<file path="src/rtl/intra_ref_addr_gen_if.sv">
// Read-address bus between the intra reference address generator and the
// neighbour-RAM arbiter.
//   ADDRESS_RAM : neighbour RAM read address (generator -> arbiter)
//   addr_valid  : ADDRESS_RAM carries a beat this cycle
//   EN_TOP      : beat targets the top/corner bank
//   EN_LEFT     : beat targets the left bank
//   last        : beat is the final one of the sequence
//   rd_ready    : arbiter accepts the presented beat (arbiter -> generator)
interface intra_ref_addr_gen_if #(
  parameter int ADDR_W = 8
);
  logic [ADDR_W-1:0] ADDRESS_RAM;
  logic              addr_valid;
  logic              EN_TOP;
  logic              EN_LEFT;
  logic              last;
  logic              rd_ready;

  modport master (
    output ADDRESS_RAM,
    output addr_valid,
    output EN_TOP,
    output EN_LEFT,
    output last,
    input  rd_ready
  );

  modport slave (
    input  ADDRESS_RAM,
    input  addr_valid,
    input  EN_TOP,
    input  EN_LEFT,
    input  last,
    output rd_ready
  );
endinterface

</file>
<file path="src/rtl/intra_ref_addr_gen.sv">
// Reference-sample address generator for intra prediction.
// On a start pulse in IDLE it latches the block parameters and streams one
// neighbour-RAM address per accepted beat:
//   planar : TOP(N) -> TR -> LEFT(N) -> BL
//   DC     : TOP(N) -> LEFT(N)
//   angular: CORNER -> TOP(2N) -> LEFT(2N)
// Ports:
//   CLK, RST_n        : clock (rising edge), async active-low reset
//   start, abort      : request (IDLE only) / synchronous cancel
//   mode, pu_size     : fetch pattern and log2 PU size code
//   X, Y              : top-row / left-column base addresses
//   TOP_RIGHT,
//   BOTTOM_LEFT       : single-sample addresses used by planar
//   rd (master)       : registered address bus with valid/ready handshake
//   busy, done        : not-IDLE flag, one-cycle completion pulse
module intra_ref_addr_gen #(
  parameter int                ADDR_W      = 8,
  parameter int                COORD_W     = 6,
  parameter logic [ADDR_W-1:0] CORNER_ADDR = {ADDR_W{1'b0}}
) (
  input  logic                 CLK,
  input  logic                 RST_n,
  input  logic                 start,
  input  logic                 abort,
  input  logic [1:0]           mode,
  input  logic [2:0]           pu_size,
  input  logic [COORD_W-1:0]   X,
  input  logic [COORD_W-1:0]   Y,
  input  logic [ADDR_W-1:0]    TOP_RIGHT,
  input  logic [ADDR_W-1:0]    BOTTOM_LEFT,
  intra_ref_addr_gen_if.master rd,
  output logic                 busy,
  output logic                 done
);

  localparam logic [1:0] MODE_PLANAR  = 2'd0;
  localparam logic [1:0] MODE_DC      = 2'd1;
  localparam logic [1:0] MODE_ANGULAR = 2'd2;

  // Adder width wide enough for the coordinate, the 7-bit offset and the
  // address, so that truncation to ADDR_W gives the modulo-2^ADDR_W sum.
  localparam int MAX_AC = (ADDR_W > COORD_W) ? ADDR_W : COORD_W;
  localparam int SUM_W  = (MAX_AC > 7) ? MAX_AC : 7;

  typedef enum logic [2:0] {
    S_IDLE   = 3'd0,
    S_CORNER = 3'd1,
    S_TOP    = 3'd2,
    S_TR     = 3'd3,
    S_LEFT   = 3'd4,
    S_BL     = 3'd5,
    S_DONE   = 3'd6
  } state_t;

  state_t             state_r;
  state_t             nxt_state_s;
  logic [6:0]         off_r;
  logic [6:0]         nxt_off_s;
  logic [6:0]         seg_max_r;
  logic [6:0]         seg_max_s;
  logic [6:0]         n_s;
  logic [1:0]         mode_r;
  logic [1:0]         mode_s;
  logic [COORD_W-1:0] x_r;
  logic [COORD_W-1:0] y_r;
  logic [COORD_W-1:0] nxt_base_s;
  logic [ADDR_W-1:0]  tr_r;
  logic [ADDR_W-1:0]  bl_r;
  logic [ADDR_W-1:0]  nxt_addr_s;
  logic               nxt_top_s;
  logic               nxt_left_s;
  logic               nxt_last_s;
  logic               accept_s;

  // Zero-extended coordinate plus offset, wrapping modulo 2^ADDR_W.
  function automatic logic [ADDR_W-1:0] coord_plus(input logic [COORD_W-1:0] c,
                                                   input logic [6:0]         o);
    logic [SUM_W-1:0] s;
    s = SUM_W'(c) + SUM_W'(o);
    return s[ADDR_W-1:0];
  endfunction

  assign accept_s = rd.addr_valid && rd.rd_ready;

  // Decode request: normalise mode 3 to DC, clamp size, derive last offset of a run.
  always_comb begin
    mode_s = (mode == 2'd3) ? MODE_DC : mode;
    case (pu_size)
      3'd0:    n_s = 7'd4;
      3'd1:    n_s = 7'd8;
      3'd2:    n_s = 7'd16;
      default: n_s = 7'd32;
    endcase
    seg_max_s = (mode_s == MODE_ANGULAR) ? ((n_s << 1) - 7'd1) : (n_s - 7'd1);
  end

  // Successor of the beat currently presented.
  always_comb begin
    nxt_state_s = state_r;
    nxt_off_s   = off_r;
    case (state_r)
      S_CORNER: begin
        nxt_state_s = S_TOP;
        nxt_off_s   = 7'd0;
      end
      S_TOP: begin
        if (off_r == seg_max_r) begin
          nxt_state_s = (mode_r == MODE_PLANAR) ? S_TR : S_LEFT;
          nxt_off_s   = 7'd0;
        end else begin
          nxt_off_s   = off_r + 7'd1;
        end
      end
      S_TR: begin
        nxt_state_s = S_LEFT;
        nxt_off_s   = 7'd0;
      end
      S_LEFT: begin
        if (off_r == seg_max_r) begin
          nxt_state_s = (mode_r == MODE_PLANAR) ? S_BL : S_DONE;
          nxt_off_s   = 7'd0;
        end else begin
          nxt_off_s   = off_r + 7'd1;
        end
      end
      S_BL: begin
        nxt_state_s = S_DONE;
        nxt_off_s   = 7'd0;
      end
      default: begin
        nxt_state_s = state_r;
        nxt_off_s   = off_r;
      end
    endcase
  end

  // Address, bank enables and last flag for the successor beat.
  always_comb begin
    nxt_base_s = (nxt_state_s == S_TOP) ? x_r : y_r;
    case (nxt_state_s)
      S_CORNER: nxt_addr_s = CORNER_ADDR;
      S_TOP:    nxt_addr_s = coord_plus(nxt_base_s, nxt_off_s);
      S_TR:     nxt_addr_s = tr_r;
      S_LEFT:   nxt_addr_s = coord_plus(nxt_base_s, nxt_off_s);
      S_BL:     nxt_addr_s = bl_r;
      default:  nxt_addr_s = {ADDR_W{1'b0}};
    endcase
    nxt_top_s  = (nxt_state_s == S_CORNER) || (nxt_state_s == S_TOP) || (nxt_state_s == S_TR);
    nxt_left_s = (nxt_state_s == S_LEFT) || (nxt_state_s == S_BL);
    // Planar ends on BL; DC/angular end on the final LEFT sample.
    nxt_last_s = (nxt_state_s == S_BL) ||
                 ((nxt_state_s == S_LEFT) && (nxt_off_s == seg_max_r) &&
                  (mode_r != MODE_PLANAR));
  end

  // Sequencer FSM with registered bus outputs.
  always_ff @(posedge CLK or negedge RST_n) begin
    if (!RST_n) begin
      state_r        <= S_IDLE;
      off_r          <= 7'd0;
      seg_max_r      <= 7'd0;
      mode_r         <= 2'd0;
      x_r            <= {COORD_W{1'b0}};
      y_r            <= {COORD_W{1'b0}};
      tr_r           <= {ADDR_W{1'b0}};
      bl_r           <= {ADDR_W{1'b0}};
      rd.ADDRESS_RAM <= {ADDR_W{1'b0}};
      rd.addr_valid  <= 1'b0;
      rd.EN_TOP      <= 1'b0;
      rd.EN_LEFT     <= 1'b0;
      rd.last        <= 1'b0;
      busy           <= 1'b0;
      done           <= 1'b0;
    end else if (abort) begin
      // Cancel wins over start and over any beat presented this cycle.
      state_r        <= S_IDLE;
      off_r          <= 7'd0;
      rd.ADDRESS_RAM <= {ADDR_W{1'b0}};
      rd.addr_valid  <= 1'b0;
      rd.EN_TOP      <= 1'b0;
      rd.EN_LEFT     <= 1'b0;
      rd.last        <= 1'b0;
      busy           <= 1'b0;
      done           <= 1'b0;
    end else begin
      case (state_r)
        S_IDLE: begin
          done <= 1'b0;
          if (start) begin
            mode_r        <= mode_s;
            seg_max_r     <= seg_max_s;
            x_r           <= X;
            y_r           <= Y;
            tr_r          <= TOP_RIGHT;
            bl_r          <= BOTTOM_LEFT;
            off_r         <= 7'd0;
            busy          <= 1'b1;
            rd.addr_valid <= 1'b1;
            rd.EN_TOP     <= 1'b1;
            rd.EN_LEFT    <= 1'b0;
            rd.last       <= 1'b0;
            if (mode_s == MODE_ANGULAR) begin
              state_r        <= S_CORNER;
              rd.ADDRESS_RAM <= CORNER_ADDR;
            end else begin
              state_r        <= S_TOP;
              rd.ADDRESS_RAM <= coord_plus(X, 7'd0);
            end
          end else begin
            busy          <= 1'b0;
            rd.addr_valid <= 1'b0;
            rd.EN_TOP     <= 1'b0;
            rd.EN_LEFT    <= 1'b0;
            rd.last       <= 1'b0;
          end
        end
        S_DONE: begin
          state_r <= S_IDLE;
          done    <= 1'b0;
          busy    <= 1'b0;
        end
        default: begin
          if (accept_s) begin
            state_r <= nxt_state_s;
            off_r   <= nxt_off_s;
            if (nxt_state_s == S_DONE) begin
              rd.ADDRESS_RAM <= {ADDR_W{1'b0}};
              rd.addr_valid  <= 1'b0;
              rd.EN_TOP      <= 1'b0;
              rd.EN_LEFT     <= 1'b0;
              rd.last        <= 1'b0;
              done           <= 1'b1;
            end else begin
              rd.ADDRESS_RAM <= nxt_addr_s;
              rd.addr_valid  <= 1'b1;
              rd.EN_TOP      <= nxt_top_s;
              rd.EN_LEFT     <= nxt_left_s;
              rd.last        <= nxt_last_s;
              done           <= 1'b0;
            end
          end else begin
            // Stalled: the presented beat holds.
            state_r <= state_r;
          end
        end
      endcase
    end
  end

endmodule

</file>
<file path="src/flat_wrapper.sv">
// flat-port wrapper written by rule: the top's interface ports become plain ports
module intra_ref_addr_gen_flat 
#(
  parameter int                ADDR_W      = 8,
  parameter int                COORD_W     = 6,
  parameter logic [ADDR_W-1:0] CORNER_ADDR = {ADDR_W{1'b0}}
)
  (CLK, RST_n, start, abort, mode, pu_size, X, Y, TOP_RIGHT, BOTTOM_LEFT, busy, done, rd_ADDRESS_RAM, rd_addr_valid, rd_EN_TOP, rd_EN_LEFT, rd_last, rd_rd_ready);
  intra_ref_addr_gen_if #(.ADDR_W(ADDR_W)) rd_i ();
  input  logic CLK;
  input  logic RST_n;
  input  logic start;
  input  logic abort;
  input  logic [1:0] mode;
  input  logic [2:0] pu_size;
  input  logic [COORD_W-1:0] X;
  input  logic [COORD_W-1:0] Y;
  input  logic [ADDR_W-1:0] TOP_RIGHT;
  input  logic [ADDR_W-1:0] BOTTOM_LEFT;
  output logic busy;
  output logic done;
  output wire logic [$bits(rd_i.ADDRESS_RAM)-1:0] rd_ADDRESS_RAM;
  output wire logic [$bits(rd_i.addr_valid)-1:0] rd_addr_valid;
  output wire logic [$bits(rd_i.EN_TOP)-1:0] rd_EN_TOP;
  output wire logic [$bits(rd_i.EN_LEFT)-1:0] rd_EN_LEFT;
  output wire logic [$bits(rd_i.last)-1:0] rd_last;
  input wire logic [$bits(rd_i.rd_ready)-1:0] rd_rd_ready;
  assign rd_ADDRESS_RAM = rd_i.ADDRESS_RAM;
  assign rd_addr_valid = rd_i.addr_valid;
  assign rd_EN_TOP = rd_i.EN_TOP;
  assign rd_EN_LEFT = rd_i.EN_LEFT;
  assign rd_last = rd_i.last;
  assign rd_i.rd_ready = rd_rd_ready;
  intra_ref_addr_gen #(.ADDR_W(ADDR_W), .COORD_W(COORD_W), .CORNER_ADDR(CORNER_ADDR)) u_core (.CLK(CLK), .RST_n(RST_n), .start(start), .abort(abort), .mode(mode), .pu_size(pu_size), .X(X), .Y(Y), .TOP_RIGHT(TOP_RIGHT), .BOTTOM_LEFT(BOTTOM_LEFT), .rd(rd_i), .busy(busy), .done(done));
endmodule
</file>
<file path="config.mk">
export PLATFORM = sky130hd
export DESIGN_NAME = intra_ref_addr_gen_flat
export DESIGN_NICKNAME = d
export VERILOG_FILES = /design/src/rtl/intra_ref_addr_gen_if.sv /design/src/rtl/intra_ref_addr_gen.sv /design/src/flat_wrapper.sv
export SDC_FILE = /design/constraint.sdc
export NUM_CORES = 1
export LEC_CHECK = 0
export ABC_AREA = 0
export CELL_PAD_IN_SITES_DETAIL_PLACEMENT = 1
export CELL_PAD_IN_SITES_GLOBAL_PLACEMENT = 2
export CORE_MARGIN = 2
export CORE_UTILIZATION = 32
export CTS_BUF_LIST = sky130_fd_sc_hd__clkbuf_8
export DETAILED_ROUTE_END_ITERATION = 16
export GPL_ROUTABILITY_DRIVEN = 0
export PLACE_DENSITY = 0.79
export SYNTH_ARGS = -nofsm -noshare
export SYNTH_HDL_FRONTEND = slang
export SYNTH_SLANG_ARGS = --single-unit
</file>
<file path="constraint.sdc">
create_clock -name CLK -period 3.6 [get_ports CLK]
set_input_delay 1.08 -clock CLK [delete_from_list [all_inputs] [get_ports CLK]]
set_output_delay 1.08 -clock CLK [all_outputs]
set_load 0.05 [all_outputs]
</file>
; ---- After elaboration in Yosys (flattened, before gate mapping)
; Cells that the tools add are included.
[totals]
register_bits = 61
input_bits = 38
word_cells = 113
[classes]
add_sub_neg = 4
n_eq_ne = 20
n_mux = 50
bitwise_logic = 1
reduce_logical = 23
[ops]
columns = cell, count
row1 = $mux 7, 5
row2 = $mux 8, 4
row3 = $pmux 7 s2, 2
row4 = $pmux 8 s3, 1
row5 = $eq 3x3->1 const B, 6
row6 = $mux 1, 18
row7 = $mux 3, 6
row8 = $pmux 6 s3, 1
row9 = $pmux 8 s2, 1
row10 = $eq 3x2->1 const B, 5
row11 = $pmux 3 s5, 1
row12 = $eq 7x7->1, 2
row13 = $mux 6, 2
row14 = $pmux 1 s2, 5
row15 = $eq 3x1->1 const B, 3
row16 = $reduce_bool 3->1, 3
row17 = $add 6x7->8, 1
row18 = $add 7x1->7 const B, 1
row19 = $sub 6x1->7 const B, 1
row20 = $sub 7x1->7 const B, 1
row21 = $logic_not 3->1, 2
row22 = $mux 2, 3
row23 = $pmux 3 s2, 1
row24 = $reduce_and 3->1, 2
row25 = other kinds (12), 21

; ---- Longest topological paths before layout
; Gate-level depths: netlist of the first run.
[depth]
word_depth = 12
depth_mapped = 16
depth_no_buf = 15

; ---- Worst setup path before layout of the first run
; No wires, ideal clock.
[synth_path]
path_type = reg2reg
startpoint = register u_core.off_r[0]
endpoint = register u_core.rd.ADDRESS_RAM[6]
setup_ps = 82
t_arrival_ps = 3719
path_slack_ps = -201
path_stages_with_launch = 16
n_path_buf = 0
cell_sequence = dfrtp_1 -> or3_4 -> a2111oi_4 -> nand2_1 -> a21oi_1 -> nor2_1 -> mux2_1 -> ha_1 -> fa_1 -> a21o_1 -> a21oi_1 -> nor2b_1 -> o21a_1 -> a211oi_1 -> o21ai_1 -> a31oi_1
[synth_via]
elab_chain_cells = 11
word_cells_on_any_way = 20
classes_between = 2 x add/sub / 6 x eq/ne / 11 x mux / 1 x reduce/logical
[synth_lines]
columns = item, line_no
row1 = "start, declared", intra_ref_addr_gen.sv:57  ; logic [6:0] off_r;
row2 = "start signal, assigned", intra_ref_addr_gen.sv:225  ; off_r <= nxt_off_s;
row3 = $eq 7x7->1, "intra_ref_addr_gen.sv:107, intra_ref_addr_gen.sv:119"
row4 = $mux 3 (on tied branches), "intra_ref_addr_gen.sv:119, intra_ref_addr_gen.sv:107"
row5 = $pmux 3 s5, intra_ref_addr_gen.sv:101  ; case (state_r)
row6 = $eq 3x2->1, "intra_ref_addr_gen.sv:139, intra_ref_addr_gen.sv:140"
row7 = $mux 6, intra_ref_addr_gen.sv:139  ; nxt_base_s = (nxt_state_s == S_TOP) ? x_r : y_r;
row8 = $add 6x7->8, intra_ref_addr_gen.sv:79  ; s = SUM_W'(c) + SUM_W'(o);
row9 = $pmux 8 s3, intra_ref_addr_gen.sv:140  ; case (nxt_state_s)
row10 = $mux 8 (*), intra_ref_addr_gen.sv:226  ; if (nxt_state_s == S_DONE) begin
row11 = $mux 8 (*), intra_ref_addr_gen.sv:223  ; if (accept_s) begin
row12 = $pmux 8 s2 (*), intra_ref_addr_gen.sv:186  ; case (state_r)
row13 = $mux 8 (*), intra_ref_addr_gen.sv:174  ; end else if (abort) begin
row14 = "end signal, assigned", intra_ref_addr_gen.sv:178  ; rd.ADDRESS_RAM <= {ADDR_W{1'b0}};
row15 = "end signal, assigned", intra_ref_addr_gen.sv:227  ; rd.ADDRESS_RAM <= {ADDR_W{1'b0}};
row16 = "end signal, assigned", intra_ref_addr_gen.sv:234  ; rd.ADDRESS_RAM <= nxt_addr_s;
row17 = "end, declared", intra_ref_addr_gen_if.sv:20  ; output ADDRESS_RAM,
; Every way passes the cells marked *; elsewhere a longest branch is shown, timed or not. The select of a mux whose other input is x is not followed.
; A chain may end at the register's enable or synchronous reset.

; ---- Final worst setup path of the first run
[layout_path]
startpoint = register u_core.seg_max_r[1]
endpoint = register u_core.rd.ADDRESS_RAM[6]
[layout_via]
elab_chain_cells = 11
word_cells_on_any_way = 19
classes_between = 1 x add/sub / 6 x eq/ne / 11 x mux / 1 x reduce/logical
[layout_lines]
columns = item, line_no
row1 = "start, declared", intra_ref_addr_gen.sv:59  ; logic [6:0] seg_max_r;
row2 = "start signal, assigned", intra_ref_addr_gen.sv:191  ; seg_max_r <= seg_max_s;
row3 = $eq 7x7->1 (*), "intra_ref_addr_gen.sv:107, intra_ref_addr_gen.sv:119"
row4 = $mux 3 (on tied branches), "intra_ref_addr_gen.sv:119, intra_ref_addr_gen.sv:107"
row5 = $pmux 3 s5, intra_ref_addr_gen.sv:101
row6 = $eq 3x2->1, "intra_ref_addr_gen.sv:139, intra_ref_addr_gen.sv:140"
row7 = $mux 6, intra_ref_addr_gen.sv:139
row8 = $add 6x7->8, intra_ref_addr_gen.sv:79
row9 = $pmux 8 s3, intra_ref_addr_gen.sv:140
row10 = $mux 8 (*), intra_ref_addr_gen.sv:226
row11 = $mux 8 (*), intra_ref_addr_gen.sv:223
row12 = $pmux 8 s2 (*), intra_ref_addr_gen.sv:186
row13 = $mux 8 (*), intra_ref_addr_gen.sv:174
; Marks and branches as above.

==> impl_metrics.py, run 1 <==
metrics = {
    "status": {
        "outcome": "completed",
    },
    "pwr": {
        "part_of_the_total_power_dissipated_in_combinational_logic_pct": 43.4,
        "power.share.switching_pct": 38.9,
        "p_switching_mw": 1.14,
        "total_leakage_power_nw": 2.02,
        "power_frac_clock_pct": 21.7,
        "power.density_cell_area_mw_per_mm2": 595,
        "vdd.ir_drop.worst_mv": 0.345,
        "totalPowerFinal_mw": 2.93,
        "seq_power_share_pct": 34.9,
        "cellInternalPower_mw": 1.79,
    },
    "synthesis": {
        "synth-main-ff-cell": "sky130_fd_sc_hd__dfrtp_1",
        "post_synth_inst_count": 395,
        "synth_edf_count": 0,
        "synth_common_cells": "60 x sky130_fd_sc_hd__dfrtp_1, 37 x sky130_fd_sc_hd__nor2_1, 29 x sky130_fd_sc_hd__mux2_2",
        "synth-seq-area-share_pct": 39.9,
        "netlist.area_leader.share_pct": 39.9,
        "adder_cell_share_of_the_synthesized_area_pct": 3.19,
        "most_common_cell_in_the_netlist": "sky130_fd_sc_hd__dfrtp_1",
        "synth.distinct_cells": 65,
        "ys_warns": 0,
        "synth_area_mm2": 0.00377,
        "largest_family_of_logic_cells_by_synthesized_area": "compound AO/OA/AOI/OAI gates",
        "post_synth.cell_area_avg_um2": 9.54,
        "synth.largest_area_cell": "sky130_fd_sc_hd__dfrtp_1",
        "synthXorXnorAreaFrac_pct": 2.56,
        "synth_fp_nets": 442,
        "fraction_of_the_mapped_netlist_area_in_compound_gates_pct": 23.3,
        "post_synth_and_or_nand_nor_area_fraction_pct": 17.0,
        "synth_top_area_cells": "sky130_fd_sc_hd__dfrtp_1 40%, sky130_fd_sc_hd__mux2_2 8.7%, sky130_fd_sc_hd__nor2_1 3.7%",
        "ff_latch_count_synth": 60,
        "synthArstFlopShare_pct": 100,
        "muxShareOfSynthArea_pct": 11.0,
    },
    "timing": {
        "hold_viol": 0,
        "rsz0062_at_grt": "true",
        "timing.final.crit_period_ns": 3.55,
        "finalSetupViolations": 0,
        "timing.hold.ws_ns": 0.488,
        "relSlewSlack_pct": 26.2,
        "final-max-slew-violation-count": 0,
        "max_clock_freq_mhz": 282,
        "finalWorstSetupSlack_ns": 0.0480,
        "worst_max_slew_pin_slew_ns": 1.10,
        "clock_skew_ns": 0.00778,
        "timing.final.crit_share_pct": 98.7,
    },
    "setup_path": {
        "path_class": "flip-flop to flip-flop",
        "worst_path_largest_cell_delay_ns": 0.43,
        "critical_path.cell_chain": "or3_4 > a2111oi_4 > buf_6 > and2_2 > or4_1 > nand3_2 > ha_4 > fa_2 > a21o_1 > a21oi_2 > nor2b_1 > o21a_1 > o211a_1 > o21ai_1 > a31oi_1",
        "start_kind": "flip-flop",
        "cp.required_ns": 3.83,
        "crit_arrival_ns": 3.78,
        "crit_slowest_cell": "sky130_fd_sc_hd__a2111oi_4",
        "crit_family": "compound AO/OA/AOI/OAI gates",
        "critical_path.max_fanout": 6,
        "worstPathBufferInverterCount": 1,
        "timing.critical_path.to_type": "flip-flop",
    },
    "cts": {
        "path_clk_slew_ns": 0.07,
        "cts_inserted_buffers": 9,
        "clk_root_buffer_cell": "sky130_fd_sc_hd__clkbuf_8",
        "clk-insertion-delay-late_ns": 0.35,
        "ctsLongestPathBuffers": 2,
        "post_cts_hold_buffer_count": 0,
        "h_tree_depth": 3,
        "cts_tree": "yes",
        "clock-sinks": 60,
    },
    "layout": {
        "diodes": 0,
        "layout-drive-gt1-share_pct": 23.0,
        "ff_latch_area_mm2": 0.00150,
        "final_net_count": 521,
        "area.growth.synth_to_final_pct": 30.8,
        "multiInputGateArea_mm2": 0.00220,
        "design_area_mm2": 0.00493,
        "fillCellCount": 1310,
    },
    "route": {
        "drt-pass1-iter-count": 4,
        "postRouteWirelength_um": 12200,
        "route.detailed.drc": 0,
        "maxUsedRoutingLayer": "met4",
        "route.vias.total": 3475,
        "route.met2.wl_um": 6210,
        "m1WireLength_um": 5270,
        "met3_length_um": 550,
        "ant_nets": 0,
        "detail_route.vias_per_cell": 5.59,
        "wl_per_cell_um": 19.6,
        "initial_detailed_routing_violation_count": 185,
    },
    "grt": {
        "grt_pass1_vias": 3720,
        "grt_antenna_before_repair": 0,
        "groute.usage.overall_pct": 19.9,
        "globalRoute.totalOverflow": 0,
        "grt_first_pass_wirelength_um": 19700,
        "pin_count_of_the_biggest_net_entering_global_routing": 38,
    },
    "placed_design": {
        "hpwlAfterDp_um": 9240,
        "placement.setup.worst_slack_ns": 0.0154,
        "placedInstanceArea_mm2": 0.00461,
        "portBuffers": 51,
    },
    "run": {
        "cap_violations": 0,
    },
    "die": {
        "die_height_um": 113,
        "core_region_area_mm2": 0.0115,
        "fp-row-count": 39,
        "io_pins": 52,
        "die_w_um": 113,
        "start_util_pct": 32.9,
        "fp.dieArea_mm2": 0.0127,
    },
    "worst_hold_path": {
        "holdCritPathClass": "flip-flop to flip-flop",
    },
}
-- layout by cell type (no fill, tap or decap), types with 4 or more instances in the layout --
master and instances:
sky130_fd_sc_hd__nor2b_1 11, sky130_fd_sc_hd__a31oi_1 5, sky130_fd_sc_hd__a21oi_1 13, sky130_fd_sc_hd__o21a_1 6, sky130_fd_sc_hd__nand2_1 24, sky130_fd_sc_hd__ha_1 7, sky130_fd_sc_hd__o21ai_1 9, sky130_fd_sc_hd__a22o_1 10
sky130_fd_sc_hd__xor2_1 8, sky130_fd_sc_hd__o21ai_0 20, sky130_fd_sc_hd__a222oi_1 4, sky130_fd_sc_hd__mux2_2 29, sky130_fd_sc_hd__dfrtp_1 60, sky130_fd_sc_hd__nor3_1 12, sky130_fd_sc_hd__a221oi_1 5, sky130_fd_sc_hd__buf_4 40
sky130_fd_sc_hd__inv_1 8, sky130_fd_sc_hd__clkdlybuf4s50_1 50, sky130_fd_sc_hd__nand2b_1 5, sky130_fd_sc_hd__clkbuf_8 10, sky130_fd_sc_hd__nor2_1 36, sky130_fd_sc_hd__a221o_1 5, sky130_fd_sc_hd__nand3_1 9, sky130_fd_sc_hd__mux2_1 5
sky130_fd_sc_hd__o22ai_1 5, sky130_fd_sc_hd__a22oi_1 7
-- worst reg2reg max path, delay by kind of cell (launching register included) --
family	cells	cell delay (ns)
buf+inv	1	0.17
fa+ha+maj	2	0.58
compound gates	7	1.33
flops	1	0.41
simple gates	5	0.94
-- power by group through the flow --
stage	combinational [mW]	sequential [mW]	clock, mW
after CTS	1.23	1.02	0.649
after detailed placement	1.22	1.04	0
final	1.27	1.02	0.635
after global placement	1.20	1.02	0
after global routing	1.38	1.05	0.679
after floorplan	0.746	1.07	0
-- area by class of cell --
| class | instances | area share, % |
|---|---|---|
| multi-input cells | 304 | 44.7 |
| flip-flops and latches | 60 | 30.5 |
| repair buffers | 92 | 16.6 |
| well taps | 143 | 3.63 |
| clock buffers | 10 | 2.79 |
| clock inverters | 6 | 1.32 |
| inverters | 7 | 0.533 |
-- sequential cells by signal, indices dropped and copies added, names as in the netlist, 2 cells and up --
name,count
u_core.bl_r,8
u_core.rd.ADDRESS_RAM,8
u_core.tr_r,8
u_core.off_r,7
u_core.seg_max_r,6
u_core.x_r,6
u_core.y_r,6
u_core.state_r,3
u_core.mode_r,2
-- through the flow --
stage | util [%] | TNS [ns] | std cells
2_1_floorplan | - | -0.0245 | 395
3_3_place_gp | 40.2 | 0 | 595
3_5_place_dp | 40.2 | 0 | 595
4_1_cts | 42.0 | 0 | 611
5_1_grt | 43.0 | -0.136 | 622
6_report | 43.0 | 0 | 622
-- logic make-up after synthesis --
logic type	after synthesis
AND/OR/NAND/NOR	126
AO/OA/AOI/OAI	121
flip-flops	60
multiplexers	37
buffers and inverters	31
XOR/XNOR	11
adder cells (fa/ha/maj)	9
-- final timing paths --
check                                    start                  endpoint  slack (ns)  cells past startpoint
max in group asynchronous                RST_n             u_core.y_r[1]        2.47                      2
min reg2reg                   u_core.rd.EN_TOP          u_core.rd.EN_TOP        0.49                      2
min                           u_core.rd.EN_TOP          u_core.rd.EN_TOP        0.49                      2
max reg2reg                u_core.seg_max_r[1]  u_core.rd.ADDRESS_RAM[6]        0.05                     15
min in group asynchronous                RST_n          u_core.mode_r[1]        0.75                      2
max                        u_core.seg_max_r[1]  u_core.rd.ADDRESS_RAM[6]        0.05                     15
-- what timing repair did --
action	4_1_cts	5_1_grt
endpoints found under the setup margin	0	3
buffers inserted	0	11
resized for setup	0	5
-- layer usage --
layer,vias up,GRT usage (%)
met5,-,0
met4,0,6.26
met3,12,3.29
met2,92,34.8
met1,1741,25.1
li1,1630,-
(Power assumes the default switching activity.)
==> run 2, diff against run 1 <==
CORE_UTILIZATION = 36   (was 32)
PLACE_DENSITY = 0.84   (was 0.79)
SKIP_LAST_GASP = 1   (was default)
clock period = 3.4 ns   (was 3.6 ns; I/O delays follow)
==> run 2 against run 1 <==
Effect of this change:
- the run now ends with negative setup slack left
- total power rose by 10%
- die area decreased by 11%
- via count up 3.6%
- clock skew is 0.0048 ns higher
- non-clock buffer count grew 9
- routed wire length is 5.6% higher
- register-to-register slack worse by 0.19 ns
- setup slack worse by 0.19 ns
- sequential power grew 7%
==> impl_metrics.py, run 2 (synthesis results as in run 1) <==
metrics = {
    "status": {
        "outcome": "finished, violations left",
        "violated_checks": "negative setup slack",
    },
    "timing": {
        "hold_viol": 0,
        "max_clock_freq_mhz": 282,
        "rsz0062_at_grt": "true",
        "worst_max_slew_pin_slew_ns": 1.18,
        "timing.hold.ws_ns": 0.508,
        "finalWorstSetupSlack_ns": -0.140,
        "final-max-slew-violation-count": 0,
        "clock_skew_ns": 0.0125,
        "timing.final.crit_share_pct": 104,
        "timing.final.crit_period_ns": 3.54,
        "finalSetupViolations": 3,
        "relSlewSlack_pct": 21.0,
    },
    "pwr": {
        "vdd.ir_drop.worst_mv": 0.427,
        "power.density_cell_area_mw_per_mm2": 633,
        "total_leakage_power_nw": 2.08,
    },
    "die": {
        "start_util_pct": 36.8,
        "core_region_area_mm2": 0.0102,
        "fp.dieArea_mm2": 0.0113,
        "die_w_um": 106,
        "fp-row-count": 37,
        "io_pins": 52,
        "die_height_um": 106,
    },
    "placed_design": {
        "hpwlAfterDp_um": 9450,
        "portBuffers": 51,
    },
    "cts": {
        "h_tree_depth": 3,
        "clk_root_buffer_cell": "sky130_fd_sc_hd__clkbuf_8",
        "clk-insertion-delay-late_ns": 0.35,
        "post_cts_hold_buffer_count": 0,
        "path_clk_slew_ns": 0.07,
        "cts_tree": "yes",
        "ctsLongestPathBuffers": 2,
        "clock-sinks": 60,
        "cts_inserted_buffers": 9,
    },
    "route": {
        "route.vias.total": 3601,
        "route.detailed.drc": 0,
        "initial_detailed_routing_violation_count": 167,
        "drt-pass1-iter-count": 6,
        "detail_route.vias_per_cell": 5.77,
        "wl_per_cell_um": 20.7,
        "postRouteWirelength_um": 12900,
        "ant_nets": 0,
    },
    "run": {
        "cap_violations": 0,
    },
    "worst_hold_path": {
        "whs_path_depth": 1,
        "holdCritPathClass": "flip-flop to flip-flop",
        "min-delay-start": "u_core.y_r[5]",
        "worst_hold_path.endpoint": "u_core.y_r[5]",
    },
    "layout": {
        "final_common_cell": "sky130_fd_sc_hd__dfrtp_1",
        "final_core_utilization_pct": 49.8,
        "final_cell_mix": "60 x sky130_fd_sc_hd__dfrtp_1, 50 x sky130_fd_sc_hd__clkdlybuf4s50_1, 48 x sky130_fd_sc_hd__buf_4",
        "diodes": 0,
        "layout-drive-gt1-share_pct": 27.0,
        "top_flop_regs": "u_core.bl_r: 8 flops, u_core.rd.ADDRESS_RAM: 8 flops, u_core.tr_r: 8 flops",
        "area.growth.synth_to_final_pct": 35.1,
        "final_net_count": 530,
    },
    "grt": {
        "grt_pass1_vias": 3796,
        "pin_count_of_the_biggest_net_entering_global_routing": 36,
        "groute.usage.overall_pct": 23.6,
        "grt_antenna_before_repair": 0,
        "grt_first_pass_wirelength_um": 20200,
        "globalRoute.totalOverflow": 0,
    },
    "setup_path": {
        "critical_path.reg2reg.startpoint": "u_core.off_r[1]",
        "start_kind": "flip-flop",
        "path_class": "flip-flop to flip-flop",
        "critical_path.max_fanout": 2,
        "worst-r2r-cell-count": 15,
        "cp.required_ns": 3.64,
        "timing.critical_path.to_type": "flip-flop",
        "reg2reg_setup_slack_ns": -0.14,
        "crit_arrival_ns": 3.79,
        "reg2reg_to": "u_core.rd.ADDRESS_RAM[7]",
    },
}
run 2: cell types whose count changed in the layout (fill, tap and decap cells not counted), moves of 2 or more:
| cell | delta |
|---|---|
| sky130_fd_sc_hd__buf_12 | +2 |
| sky130_fd_sc_hd__o22ai_1 | -2 |
| sky130_fd_sc_hd__a21oi_1 | -2 |
| sky130_fd_sc_hd__ha_4 | +2 |
| sky130_fd_sc_hd__mux2_1 | -2 |
| sky130_fd_sc_hd__ha_1 | -3 |
| sky130_fd_sc_hd__buf_4 | +8 |
| sky130_fd_sc_hd__o22ai_2 | +2 |
run 2: per-stage QoR:
step | cell area [µm²] | power, mW | TNS [ns] | cells | worst slack, ns
after floorplan | 3790 | 1.93 | -0.316 | 395 | -0.224
after global placement | 4700 | 2.40 | 0 | 598 | 0.00560
after detailed placement | 4700 | 2.45 | -0.120 | 598 | -0.0791
after CTS | 4950 | 3.15 | 0 | 618 | 0.00704
after global routing | 5090 | 3.42 | -0.720 | 624 | -0.289
final | 5090 | 3.22 | -0.304 | 624 | -0.140
run 2: per-layer routing:
layer  global-route usage [%]  part of all wire, %  up-vias
met2                     39.1                   49       94
met4                     13.3                  4.1        0
li1                         -                    -     1652
met5                        0                    0        -
met1                     29.4                   43     1825
met3                     3.25                  3.4       30
run 2: timing repair:
item	in CTS	in global routing
endpoints found under the setup margin	2	3
setup buffers	4	7
endpoints found under the hold margin	0	0
resized for setup	3	14
pin swaps	2	8
run 2: worst max path at each step:
stage	from	end	depth (start not counted)
after floorplan	u_core.off_r[1]	u_core.rd.ADDRESS_RAM[6]	15
after global placement	u_core.off_r[1]	u_core.rd.ADDRESS_RAM[6]	15
after detailed placement	u_core.off_r[1]	u_core.rd.ADDRESS_RAM[6]	15
after CTS	u_core.off_r[1]	u_core.rd.ADDRESS_RAM[6]	15
after global routing	u_core.off_r[1]	u_core.rd.ADDRESS_RAM[6]	15
final	u_core.off_r[1]	u_core.rd.ADDRESS_RAM[7]	15
run 2: final cells by class:
type,count,area [µm²]
flip-flops and latches,60,1500
well taps,136,170
clock buffers,10,138
multi-input cells,304,2280
clock inverters,6,65.1
repair buffers,101,906
inverters,7,26.3
fillers,1134,5140
run 2: worst max-delay path, cell delays in order (launching register included):
cell	delay (ns)
sky130_fd_sc_hd__dfrtp_1	0.40
sky130_fd_sc_hd__or3_4	0.42
sky130_fd_sc_hd__a2111oi_4	0.37
sky130_fd_sc_hd__nand2_2	0.15
sky130_fd_sc_hd__a21oi_4	0.17
sky130_fd_sc_hd__nor2_4	0.06
sky130_fd_sc_hd__buf_12	0.13
sky130_fd_sc_hd__mux2_4	0.32
sky130_fd_sc_hd__ha_4	0.21
sky130_fd_sc_hd__a21o_1	0.19
sky130_fd_sc_hd__a21oi_2	0.18
sky130_fd_sc_hd__nor2b_2	0.07
sky130_fd_sc_hd__o31a_1	0.33
sky130_fd_sc_hd__o221ai_2	0.19
sky130_fd_sc_hd__nand2_1	0.07
sky130_fd_sc_hd__a22o_1	0.18
run 2: power by group:
part / leakage (nW) / switching (mW) / internal [mW]
Sequential: 0.744 / 0.159 / 0.930
Clock: 0.0959 / 0.309 / 0.357
Combinational: 1.24 / 0.796 / 0.674
Total: 2.08 / 1.26 / 1.96
